[src/rtl/led_pkg.sv]
`default_nettype none
// ============================================================================
//  Module      : led_pkg
//  Description : Shared LED-block definitions: mode encodings, the entry
//                pattern loaded when each mode is entered, and helpers for
//                mode sequencing.
//                LED patterns are active-low (0 = lit).
//  Revision    : 1.0  initial release
// ============================================================================
package led_pkg;

    typedef enum logic [1:0] {
        MODE_OFF      = 2'd0,
        MODE_WATER    = 2'd1,
        MODE_PINGPONG = 2'd2,
        MODE_BLINK    = 2'd3
    } led_mode_e;

    localparam logic [3:0] c_pat_off      = 4'b1111;
    localparam logic [3:0] c_pat_water    = 4'b1110;
    localparam logic [3:0] c_pat_pingpong = 4'b1110;
    localparam logic [3:0] c_pat_blink    = 4'b0000;

    function automatic led_mode_e next_mode(input led_mode_e m);
        case (m)
            MODE_OFF:      return MODE_WATER;
            MODE_WATER:    return MODE_PINGPONG;
            MODE_PINGPONG: return MODE_BLINK;
            default:       return MODE_OFF;
        endcase
    endfunction

    function automatic logic [3:0] entry_pattern(input led_mode_e m);
        case (m)
            MODE_WATER:    return c_pat_water;
            MODE_PINGPONG: return c_pat_pingpong;
            MODE_BLINK:    return c_pat_blink;
            default:       return c_pat_off;
        endcase
    endfunction

endpackage
`default_nettype wire

[src/rtl/led_tick_gen.sv]
`default_nettype none
// ============================================================================
//  Module      : led_tick_gen
//  Description : Step timer. Counts 0..CNT_MAX while enabled and raises tick
//                during the cycle the count sits at CNT_MAX, then wraps.
//  Ports       : sys_clk   - clock (rising edge)
//                sys_rst_n - asynchronous active-low reset
//                clr       - synchronous clear to 0 (wins over en)
//                en        - count enable; holds the count when low
//                tick      - high in the terminal-count cycle while enabled
//  Revision    : 1.0  initial release
// ============================================================================
module led_tick_gen #(
    parameter int unsigned CNT_MAX = 24_999_999
) (
    input  logic sys_clk,
    input  logic sys_rst_n,
    input  logic clr,
    input  logic en,
    output logic tick
);

    localparam int unsigned CW = (CNT_MAX > 0) ? $clog2(CNT_MAX + 1) : 1;
    localparam logic [CW-1:0] c_cnt_max = CW'(CNT_MAX);

    logic [CW-1:0] r_cnt;

    always_ff @(posedge sys_clk or negedge sys_rst_n) begin
        if (!sys_rst_n) begin
            r_cnt <= '0;
        end else if (clr) begin
            r_cnt <= '0;
        end else if (en) begin
            if (r_cnt == c_cnt_max) begin
                r_cnt <= '0;
            end else begin
                r_cnt <= r_cnt + 1'b1;
            end
        end
    end

    // Gated by en so a frozen timer parked at CNT_MAX never fires.
    assign tick = en && (r_cnt == c_cnt_max);

endmodule
`default_nettype wire

[src/rtl/led_pattern_ctrl.sv]
`default_nettype none
// ============================================================================
//  Module      : led_pattern_ctrl
//  Description : Four-LED pattern controller. key_mode cycles through
//                OFF -> WATER -> PINGPONG -> BLINK; key_pause freezes and
//                resumes stepping. One pattern step per CNT_MAX+1 clocks.
//  Ports       : sys_clk   - clock (rising edge)
//                sys_rst_n - asynchronous active-low reset
//                key_mode  - one-cycle pulse, advance to next mode
//                key_pause - one-cycle pulse, toggle pause (ignored in OFF)
//                led_out   - LED drive, active-low, registered
//                mode      - current mode, registered
//                paused    - stepping frozen, registered
//  Revision    : 1.0  initial release
// ============================================================================
module led_pattern_ctrl #(
    parameter int unsigned CNT_MAX = 24_999_999
) (
    input  logic       sys_clk,
    input  logic       sys_rst_n,
    input  logic       key_mode,
    input  logic       key_pause,
    output logic [3:0] led_out,
    output logic [1:0] mode,
    output logic       paused
);

    import led_pkg::*;

    led_mode_e  r_mode,   w_mode_nxt;
    logic [3:0] r_led,    w_led_nxt;
    logic       r_paused, w_paused_nxt;
    logic [1:0] r_pos,    w_pos_nxt;
    logic       r_dir_up, w_dir_up_nxt;

    logic       w_tick;
    logic       w_pause_hit;
    logic       w_timer_clr;
    logic       w_timer_en;
    logic [1:0] w_pos_step;

    // A pause pulse that will be honoured; key_mode in the same cycle wins.
    assign w_pause_hit = key_pause && !key_mode && (r_mode != MODE_OFF);

    // The timer freezes on the edge that pauses and stays frozen on the edge
    // that resumes, so a paused step resumes with exactly the remaining count.
    assign w_timer_clr = key_mode || (r_mode == MODE_OFF);
    assign w_timer_en  = (r_mode != MODE_OFF) && !r_paused && !w_pause_hit;

    led_tick_gen #(
        .CNT_MAX (CNT_MAX)
    ) u_tick_gen (
        .sys_clk   (sys_clk),
        .sys_rst_n (sys_rst_n),
        .clr       (w_timer_clr),
        .en        (w_timer_en),
        .tick      (w_tick)
    );

    assign w_pos_step = r_dir_up ? (r_pos + 2'd1) : (r_pos - 2'd1);

    always_ff @(posedge sys_clk or negedge sys_rst_n) begin
        if (!sys_rst_n) begin
            r_mode   <= MODE_OFF;
            r_led    <= c_pat_off;
            r_paused <= 1'b0;
            r_pos    <= 2'd0;
            r_dir_up <= 1'b1;
        end else begin
            r_mode   <= w_mode_nxt;
            r_led    <= w_led_nxt;
            r_paused <= w_paused_nxt;
            r_pos    <= w_pos_nxt;
            r_dir_up <= w_dir_up_nxt;
        end
    end

    always_comb begin
        w_mode_nxt   = r_mode;
        w_led_nxt    = r_led;
        w_paused_nxt = r_paused;
        w_pos_nxt    = r_pos;
        w_dir_up_nxt = r_dir_up;

        if (key_mode) begin
            // Mode change overrides any tick or pause in the same cycle.
            w_mode_nxt   = next_mode(r_mode);
            w_led_nxt    = entry_pattern(w_mode_nxt);
            w_paused_nxt = 1'b0;
            w_pos_nxt    = 2'd0;
            w_dir_up_nxt = 1'b1;
        end else begin
            if (w_pause_hit) begin
                w_paused_nxt = !r_paused;
            end
            if (w_tick) begin
                case (r_mode)
                    MODE_WATER: begin
                        w_led_nxt = {r_led[2:0], r_led[3]};
                    end
                    MODE_PINGPONG: begin
                        w_pos_nxt = w_pos_step;
                        w_led_nxt = ~(4'b0001 << w_pos_step);
                        if (w_pos_step == 2'd3) begin
                            w_dir_up_nxt = 1'b0;
                        end else if (w_pos_step == 2'd0) begin
                            w_dir_up_nxt = 1'b1;
                        end
                    end
                    MODE_BLINK: begin
                        w_led_nxt = ~r_led;
                    end
                    default: begin
                        w_led_nxt = c_pat_off;
                    end
                endcase
            end
        end
    end

    assign led_out = r_led;
    assign mode    = r_mode;
    assign paused  = r_paused;

endmodule
`default_nettype wire

[config.mk]
export PLATFORM = sky130hd
export DESIGN_NAME = led_pattern_ctrl
export DESIGN_NICKNAME = d
export VERILOG_FILES = /design/src/rtl/led_pkg.sv /design/src/rtl/led_tick_gen.sv /design/src/rtl/led_pattern_ctrl.sv
export SDC_FILE = /design/constraint.sdc
export NUM_CORES = 1
export LEC_CHECK = 0
export ABC_CLOCK_PERIOD_IN_PS = 2750
export BUFFER_PORTS_ARGS = -buffer_cell sky130_fd_sc_hd__clkbuf_2
export CAP_MARGIN = 20
export CORE_ASPECT_RATIO = 0.5
export CORE_MARGIN = 2
export CORE_UTILIZATION = 41
export CTS_CLUSTER_DIAMETER = 150
export DETAILED_ROUTE_END_ITERATION = 7
export PLACE_DENSITY = 0.58
export RECOVER_POWER = 100
export SLEW_MARGIN = 15
export SYNTH_ARGS = -nofsm -noshare
export SYNTH_HDL_FRONTEND = slang
export SYNTH_SLANG_ARGS = --single-unit
[constraint.sdc]
create_clock -name sys_clk -period 2.75 [get_ports sys_clk]
set_input_delay 0.55 -clock sys_clk [delete_from_list [all_inputs] [get_ports sys_clk]]
set_output_delay 0.55 -clock sys_clk [all_outputs]
set_load 0.01 [all_outputs]
* Word level (Yosys, flattened, before mapping)
Cells that the tools add are included.
Storage, ports and cells: register bits after elaboration 35, bits of input ports 4, output and inout port bits 7, word-level logic and storage cells 60
Cells by class: add/subtract/negate cells 3, eq/ne operators 8, shifts and indexed selects 1, mux-type cells 20, bitwise operators 2, reduce and logical (&&, ||, !) cells 20
Operator list (count):
- 25-bit 2-to-1 mux | 3
- 25-bit by 1-bit adder with 25-bit output, second input constant | 1
- 25-bit equality test, second input constant | 1
- 4-bit case mux with 3 select lines | 1
- 2-bit equality test, second input constant | 5
- 2-bit 2-to-1 mux | 5
- 2-bit nonzero test | 5
- 4-bit 2-to-1 mux | 2
- 4-bit inverter | 2
- 4-bit case mux with 2 select lines | 1
- 1-bit 2-to-1 mux | 7
- 2-bit case mux with 3 select lines | 1
- 1-bit logical AND | 5
- 2-bit by 1-bit equality test with 1-bit output, second input constant | 2
- 2-bit zero test | 2
- 1-bit by 2-bit << shifter with 4-bit output, first input constant | 1
- 1-bit zero test | 3
- 3-bit AND reduction | 1
- 3-bit nonzero test | 1
- 2-bit by 1-bit adder with 2-bit output, second input constant | 1
- 2-bit AND reduction | 1
- 2-bit OR reduction | 1
- 2-bit by 1-bit subtractor with 2-bit output, second input constant | 1
- 1-bit logical OR | 1

* Longest topological paths before layout
Gate-level depths: netlist (run 1).
depth in word-level cells 8, gate-level depth with buffers 7, depth with buffers taken out 7

* Modules after synthesis
A second synthesis (run 1) with hierarchy kept.
Second synthesis, totals: cell total of the unflattened synthesis 240, area, all modules 2212.1 µm²
By module, submodules not included:
- led_tick_gen | times used 1, cells each 169, area each 1508.9 µm²
- led_pattern_ctrl | times used 1, cells each 71, area each 703.2 µm²

* Least setup slack after synthesis (run 1)
Ideal clock, no wire load.
kind reg-to-reg, start register u_tick_gen.r_cnt[9], end register r_pos[0], library setup time 0.125 ns, data arrival time 2.088 ns, path slack 0.537 ns, cell stages (with the launch flop) 7, path buffers 1, clock period less this slack 2.213 ns, cell sequence dfrtp_1 > or4b_4 > nor4_4 > and4_1 > buf_6 > nand2_4 > mux2_4
Between the ends: cells in the longest elaborated chain, start to end 4
RTL lines:
- from (decl) | RTL line led_tick_gen.sv:26 | logic [CW-1:0] r_cnt;
- from (signal assigned) | RTL line led_tick_gen.sv:37 | r_cnt <= r_cnt + 1'b1;
- 25-bit equality test | RTL line led_tick_gen.sv:43 | assign tick = en && (r_cnt == c_cnt_max);
- 1-bit logical AND | RTL line led_tick_gen.sv:43
- 2-bit nonzero test (no line)
- 2-bit AND reduction (no line)
- to (signal assigned) | RTL line led_pattern_ctrl.sv:73 | r_pos <= w_pos_nxt;
- to (decl) | RTL line led_pattern_ctrl.sv:33 | logic [1:0] r_pos, w_pos_nxt;
No other way between the ends. A chain may end at the register's enable or synchronous reset.

* Worst setup path after layout (run 1)
start register u_tick_gen.r_cnt[9], end register u_tick_gen.r_cnt[9]
Between the ends: cells in the longest elaborated chain, start to end 4, elaborated cells on any way between the ends 5, classes of those cells add/sub: 1; eq/ne: 1; mux: 3
RTL lines:
- 25-bit by 1-bit adder with 25-bit output or 25-bit equality test (tied branches) | RTL line led_tick_gen.sv:37, led_tick_gen.sv:34
- 25-bit 2-to-1 mux * | RTL line led_tick_gen.sv:34 | if (r_cnt == c_cnt_max) begin
- 25-bit 2-to-1 mux * | RTL line led_tick_gen.sv:33 | end else if (en) begin
- 25-bit 2-to-1 mux * | RTL line led_tick_gen.sv:31 | end else if (clr) begin
Mark *: on every way between the ends. The rest lies on a longest branch, timed or not. The select of a mux whose other input is x is not followed.

==> results of run 1 <==
[metal layers]
metal	vias up	GRT usage	wire [um]
met4	0	0.0612	71
met3	6	0.0390	165
met5	-	0	0
met2	34	0.266	2150
met1	920	0.273	2710
li1	917	-	-
[layout by cell type (no fill, tap or decap), drive strengths merged, types with 8 or more instances in the layout]
cell and instances:
dfrtp 30, nor2 24, nand2 20, clkbuf 20
nand3 17, o21ai 16, a21oi 13, inv 12
ha 11, nand4 8
[report_power, final]
part	switching, uW	internal (uW)	leakage (uW)	total [uW]
Sequential	58.8	572	0.000464	631
Combinational	266	143	0.000463	409
Clock	190	229	0.0000515	419
[cells by family after synthesis]
| family | Yosys count |
|---|---|
| and+or+nand+nor | 106 |
| muxes | 5 |
| buffers and inverters | 20 |
| adders and majority gates | 11 |
| AOI/OAI and AO/OA | 54 |
| xor gates and xnor gates | 10 |
| DFF | 35 |
[worst min-delay path by stage]
stage | start | endpoint | slack, ps | cells past startpoint
floorplan | sys_rst_n | mode[0] | 250 | 0
CTS | sys_rst_n | u_tick_gen.r_cnt[12] | 400 | 1
finish | key_mode | r_dir_up | 490 | 3
detailed placement | u_tick_gen.r_cnt[8] | u_tick_gen.r_cnt[8] | 530 | 1
global route | key_mode | r_dir_up | 530 | 3
global placement | u_tick_gen.r_cnt[22] | u_tick_gen.r_cnt[22] | 510 | 1
[worst reg2reg max path: stages, from the launching register on]
cell and delay (ps):
dfrtp_1 420, or4b_1 580, nor4_4 340, o2111ai_1 220
o21ai_1 600, nor2_1 120
[metrics by stage]
step                      utilization  power, uW  instance area, um2
after floorplan                     -        913                2180
after global routing            0.480       1550                2410
after detailed placement        0.465       1070                2340
after global placement          0.465       1060                2340
after CTS                       0.485       1490                2440
final                           0.480       1460                2410
[cell type report]
type | instances | area [um2] | area share
Multi-Input combinational cell | 186 | 1200 | 0.497
Sequential cell | 35 | 882 | 0.366
Clock buffer | 8 | 100 | 0.0415
Timing Repair Buffer | 18 | 97.6 | 0.0405
Tap cell | 70 | 87.6 | 0.0363
Inverter | 12 | 45.0 | 0.0187
[registers in the layout, indices dropped and copies added (netlist names)]
register and flops:
r_pos 2, r_dir_up 1, u_tick_gen.r_cnt 25, paused 1, led_out 4, mode 2
==> results by group, run 1 <==
Status
  • Status: finished, violations left
  • Failing checks: capacitance limit, slew limit

Logic synthesis
  • Synth Area in Compound Gates: 0.161
  • Cell area after synthesis: 2180 um2
  • Yosys top cell area share: 0.345
  • Share of flip-flops with an asynchronous set or reset: 1.00
  • Largest family of logic cells by synthesized area: simple AND/OR/NAND/NOR gates
  • Cell with the most instances after synthesis: dfrtp_1
  • Simple-gate area share of the yosys netlist: 0.264
  • Adder and majority gate portion of the synthesized area: 0.0632
  • Post-synthesis mux area share: 0.0276
  • Synth Area in XOR/XNOR: 0.0402
  • Cells taking the most area after synthesis: dfrtp_1 (34%), ha_1 (6.3%), dfstp_2 (6.0%)
  • Syn Inst Count: 241
  • Synthesis Warnings: 0
  • Synth area leader: dfrtp_1
  • Synth top cells by count: dfrtp_1 (30), nor2_1 (24), nand2_1 (19)
  • Syn Nets: 256
  • #FFs+latches synth: 35
  • Synth Flop Type: dfrtp_1
  • Post-synth EDFFs: 0
  • Register area share after synthesis: 0.405
  • Distinct cells, synth: 52
  • Syn avg cell area: 9.04 um2

Global route
  • First-pass GRT wire length: 8550 um
  • Vias in the first global route: 1763
  • Global Route Usage Sum: 0.184
  • Initial antenna violation count: 0
  • Grt total ovfl: 0
  • Largest net degree at the start of global routing: 36

Timing
  • Fmax: 0.412 GHz
  • Setup_tns: 0 ps
  • Fin crit share: 0.882
  • Setup Skew: 4.26 ps
  • Tmin final: 2420 ps
  • Worst-margin pin slew: 1930 ps
  • Total count of max-transition violations in the final report: 36
  • Unrepaired setup endpoints after global routing: no
  • Worst hold slack: 495 ps
  • Final setup fails: 0
  • Final Hold Fails: 0
  • Final worst slack: 325 ps
  • Max-slew headroom: -0.284

Route
  • Antenna-violating nets left: 0
  • Via density: 5.71
  • Routed via count: 1877
  • 1st-iter DRT viols: 85
  • Mean routed wirelength per cell: 15.5 um
  • # DRC: 0
  • Final WL: 5090 um
  • Drt first pass iters: 5

Clock tree
  • CTS tree: yes
  • CTS Sinks: 35
  • Clk root buf: clkbuf_8
  • CTS Hold Buffers Added: 0
  • CTS H-tree lvls: 2
  • Setup Fix Bufs, Post-CTS: 0
  • Clock Path Buffers: 2
  • Clock buffer count from CTS: 5
  • Worst-path clk slew: 70 ps
  • Clk Latency, worst-skew pair: 290 ps
  • Post-cts resize count: 0

Critical path
  • Slowest CP cell: o21ai_1
  • Crit end category: register
  • CP endpoint: u_tick_gen.r_cnt[9]
  • Worst reg2reg path depth: 5
  • Reg2Reg Capture Point: u_tick_gen.r_cnt[9]
  • FF-to-FF setup slack: 330 ps
  • Crit. path cell count: 5
  • CP bufs+invs: 0
  • Startpoint types: register
  • CP startpoint: u_tick_gen.r_cnt[9]
  • Crit-path cells: or4b_1 -> nor4_4 -> o2111ai_1 -> o21ai_1 -> nor2_1
  • Arr. time, crit path: 2570 ps
  • Crit path kind: reg2reg
  • Worst reg2reg startpoint: u_tick_gen.r_cnt[9]
  • Family with the most delay on the worst path: simple AND/OR/NAND/NOR gates
  • Max Fanout on Critical Path: 9
  • Crit path largest cell delay: 600 ps
  • WP data required: 2900 ps

Die
  • Die width: 107 um
  • Starting Density: 0.434
  • Core Area: 5020 um2
  • Ports: 11
  • Full die area: 5950 um2
  • Die H: 55.5 um
  • # rows: 18

Finish
  • Layout Nets: 273
  • Fill count: 497
  • Area delta synth->final: 10.6%
  • Final Non-Filler Cells: 329
  • Antenna cells: 0
  • Fraction of layout cells with a size suffix above 1: 0.0927

Placement
  • Post-place setup slack: 411 ps
  • Dpl cells: 321
  • Placer Congestion: 0.788
  • Port Buffer Count: 10
  • Final HPWL from detailed placement: 3610 um

Power and ir drop
  • Peak supply drop: 0.462 mV
  • Leak pwr: 0.000978 uW
  • Power Dens Cells: 605 nW/um2

Run
  • Max_cap viols: 1

Hold path
  • Hold crit path type: in2reg
Power figures use the tool's default switching activity.
==> run 2, diff against run 1 <==
ABC_AREA = 1   (was not set)
==> run 2 against run 1 <==
The flow still finishes with violations (capacitance limit, slew limit). Sequential power is 2% higher. Wire length is 18% higher. Final area is 11% higher. Register-to-register slack better by 80 ps. Clock-buffer cell count is 1 lower. Area after synthesis is 13% higher. Critical path type unchanged. Highest routed layer unchanged.
==> results by group, run 2 <==
Power and ir drop
  • Power Dens Cells: 610 nW/um2 (was 605 nW/um2)
  • Peak supply drop: 0.482 mV (was 0.462 mV)
  • Leak pwr: 0.00119 uW (was 0.000978 uW)

Critical path
  • CP bufs+invs: 2 (was 0)
  • Crit path largest cell delay: 450 ps (was 600 ps)
  • Crit-path cells: inv_1 -> ha_1 -> nor2_1 -> o21ai_2 -> inv_1 -> o21ai_0 (was or4b_1 -> nor4_4 -> o2111ai_1 -> o21ai_1 -> nor2_1)
  • Family with the most delay on the worst path: buffers and inverters (was simple AND/OR/NAND/NOR gates)
  • Crit end category: register (unchanged)
  • Slowest CP cell: nor2_1 (was o21ai_1)
  • Max Fanout on Critical Path: 18 (was 9)
  • CP most frequent cell: inv_1
  • Startpoint types: register (unchanged)
  • Arr. time, crit path: 2490 ps (was 2570 ps)
  • WP data required: 2900 ps (about the same)
  • Crit path kind: reg2reg (unchanged)

Clock tree
  • Worst-path clk slew: 60 ps (was 70 ps)
  • Setup Fix Bufs, Post-CTS: 0 (unchanged)
  • Clock buffer count from CTS: 5 (unchanged)
  • CTS Hold Buffers Added: 0 (unchanged)
  • CTS tree: yes (unchanged)
  • CTS Sinks: 35 (unchanged)
  • Post-cts resize count: 0 (unchanged)
  • Clock Path Buffers: 2 (unchanged)
  • Clk Latency, worst-skew pair: 280 ps (was 290 ps)
  • CTS H-tree lvls: 2 (unchanged)
  • Clk root buf: clkbuf_16 (was clkbuf_8)

Die
  • Starting Density: 0.436 (was 0.434)
  • Core Area: 5630 um2 (was 5020 um2)
  • Full die area: 6660 um2 (was 5950 um2)
  • # rows: 19 (was 18)
  • Die H: 58.7 um (was 55.5 um)
  • Die width: 113 um (was 107 um)
  • Ports: 11 (unchanged)

Logic synthesis
  • Syn Inst Count: 362 (was 241)
  • Cell area after synthesis: 2450 um2 (was 2180 um2)
  • Synth top cells by count: nand2_1 (114), nor2_1 (54), inv_1 (40) (was dfrtp_1 (30), nor2_1 (24), nand2_1 (19))
  • Post-synth EDFFs: 0 (unchanged)
  • #FFs+latches synth: 35 (unchanged)
  • Cells taking the most area after synthesis: dfrtp_1 (31%), nand2_1 (17%), nor2_1 (8.3%) (was dfrtp_1 (34%), ha_1 (6.3%), dfstp_2 (6.0%))
  • Syn avg cell area: 6.78 um2 (was 9.04 um2)
  • Cell with the most instances after synthesis: nand2_1 (was dfrtp_1)
  • Share of flip-flops with an asynchronous set or reset: 1.00 (unchanged)
  • Yosys top cell area share: 0.306 (was 0.345)
  • Synth Flop Type: dfrtp_1 (unchanged)
  • Register area share after synthesis: 0.359 (was 0.405)
  • Syn Nets: 377 (was 256)
  • Distinct cells, synth: 30 (was 52)
  • Synthesis Warnings: 0 (unchanged)
  • Synth area leader: dfrtp_1 (unchanged)

Placement
  • Post-place setup slack: 509 ps (was 411 ps)
  • Port Buffer Count: 10 (unchanged)
  • Placer Congestion: 0.882 (was 0.788)
  • Final HPWL from detailed placement: 4500 um (was 3610 um)

Status
  • Status: finished, violations left (unchanged)
  • Failing checks: capacitance limit, slew limit (unchanged)

Timing
  • Unrepaired setup endpoints after global routing: no (unchanged)
  • Max-slew headroom: -0.309 (was -0.284)
  • Fin crit share: 0.852 (was 0.882)
  • Total count of max-transition violations in the final report: 36 (unchanged)
  • Final setup fails: 0 (unchanged)
  • Tmin final: 2340 ps (was 2420 ps)
  • Setup Skew: 6.95 ps (was 4.26 ps)
  • Final Hold Fails: 0 (unchanged)
  • Fmax: 0.427 GHz (was 0.412 GHz)
  • Setup_tns: 0 ps (unchanged)
  • Worst-margin pin slew: 1960 ps (was 1930 ps)
  • Final worst slack: 408 ps (was 325 ps)

Finish
  • Biggest register: u_tick_gen.r_cnt (unchanged)
  • Fraction of layout cells with a size suffix above 1: 0.0617 (was 0.0927)
  • Most frequent cells in the layout: nand2_1 (116), nor2_1 (55), inv_1 (40) (was dfrtp_1 (30), nor2_1 (24), nand2_1 (19))
  • Layout Nets: 387 (was 273)
  • Antenna cells: 0 (unchanged)
  • Area delta synth->final: 9.02% (was 10.6%)
  • Largest register FFs: 25 (unchanged)
  • Fill count: 568 (was 497)
  • Commonest non-fill, non-tap cell in the layout: nand2_1 (was dfrtp_1)

Route
  • Antenna-violating nets left: 0 (unchanged)
  • # DRC: 0 (unchanged)
  • 1st-iter DRT viols: 106 (was 85)
  • Drt first pass iters: 4 (was 5)
  • Final WL: 5990 um (was 5090 um)
  • Mean routed wirelength per cell: 13.4 um (was 15.5 um)
  • Routed via count: 2313 (was 1877)
  • Via density: 5.19 (was 5.71)

Global route
  • First-pass GRT wire length: 10300 um (was 8550 um)
  • GRT met3 Usage: 0.0463 (was 0.0390)
  • GR peak layer: met2 (was met1)
  • Grt total ovfl: 0 (unchanged)
  • Global Route Usage Sum: 0.199 (was 0.184)
  • Met2 Use GR: 0.305 (was 0.266)
  • Vias in the first global route: 2145 (was 1763)
  • Largest net degree at the start of global routing: 36 (unchanged)
  • Initial antenna violation count: 0 (unchanged)
  • Met1 Track Usage GR: 0.285 (was 0.273)

Hold path
  • Hold crit path type: reg2reg (was in2reg)

Run
  • Max_cap viols: 1 (unchanged)
-- run 2: changes by cell type in the layout (fill, tap and decap cells not counted), sizes merged, moves of 4 or more --
cell,before,now
nand2,20,117
nand3,17,27
nor2,24,59
nand4,8,13
inv,12,41
a21oi,13,3
o21ai,16,20
xor2,6,10
nor3,6,12
and2,5,0
a31oi,6,0
buf,6,0
or3,6,0
-- run 2: through the flow --
step | utilization | cell area (um2) | power, uW | cells | hold WS (ps)
after floorplan | - | 2450 | 990 | 362 | 254
after global placement | 0.453 | 2550 | 1110 | 438 | 514
after detailed placement | 0.453 | 2550 | 1120 | 438 | 496
after CTS | 0.477 | 2690 | 1670 | 446 | 436
after global routing | 0.475 | 2680 | 1750 | 446 | 561
final | 0.475 | 2680 | 1630 | 446 | 526
-- run 2: worst min-delay path, cell delays in order (launching register included) --
cell and delay (ps):
dfstp_1 380, nand3_1 80, nand2_1 50
-- run 2: power by group --
| part | switching, uW | internal (uW) |
|---|---|---|
| sequential | 67.3 | 578 |
| combinational | 307 | 137 |
| clock | 210 | 335 |
| total | 584 | 1050 |
-- run 2: metal layers --
metal,part of all wire,vias to the layer above
li1,-,1171
met1,0.51,1068
met2,0.43,65
met3,0.057,9
met4,0.011,0
met5,0,-
-- run 2: cell families (layout without fill, tap and decap cells) --
group / after synthesis / in the layout / share of synthesized area
and+or+nand+nor: 231 / 231 / 0.406
DFF: 35 / 35 / 0.359
buffers and inverters: 48 / 59 / 0.0810
xor gates and xnor gates: 11 / 11 / 0.0392
AOI/OAI and AO/OA: 26 / 26 / 0.0581
adders and majority gates: 11 / 11 / 0.0561
-- run 2: area by class of cell --
class / count / area [um2] / share of cell area
multi-input combinational: 279 / 1370 / 0.511
sequential: 35 / 882 / 0.330
inverter: 41 / 154 / 0.0575
clock buffer: 7 / 133 / 0.0496
tap: 73 / 91.3 / 0.0341
timing repair buffer: 10 / 45.0 / 0.0168
clock inverter: 1 / 5.00 / 0.00187
-- run 2: final timing paths --
path | startpoint | end | slack, ps | cells past startpoint
setup / recovery | mode[0] | u_tick_gen.r_cnt[6] | 410 | 6
hold / removal | led_out[3] | led_out[3] | 530 | 2
setup reg to reg | mode[0] | u_tick_gen.r_cnt[6] | 410 | 6
hold reg to reg | led_out[3] | led_out[3] | 530 | 2
max in group asynchronous | sys_rst_n | u_tick_gen.r_cnt[15] | 800 | 1
min in group asynchronous | sys_rst_n | mode[0] | 820 | 1
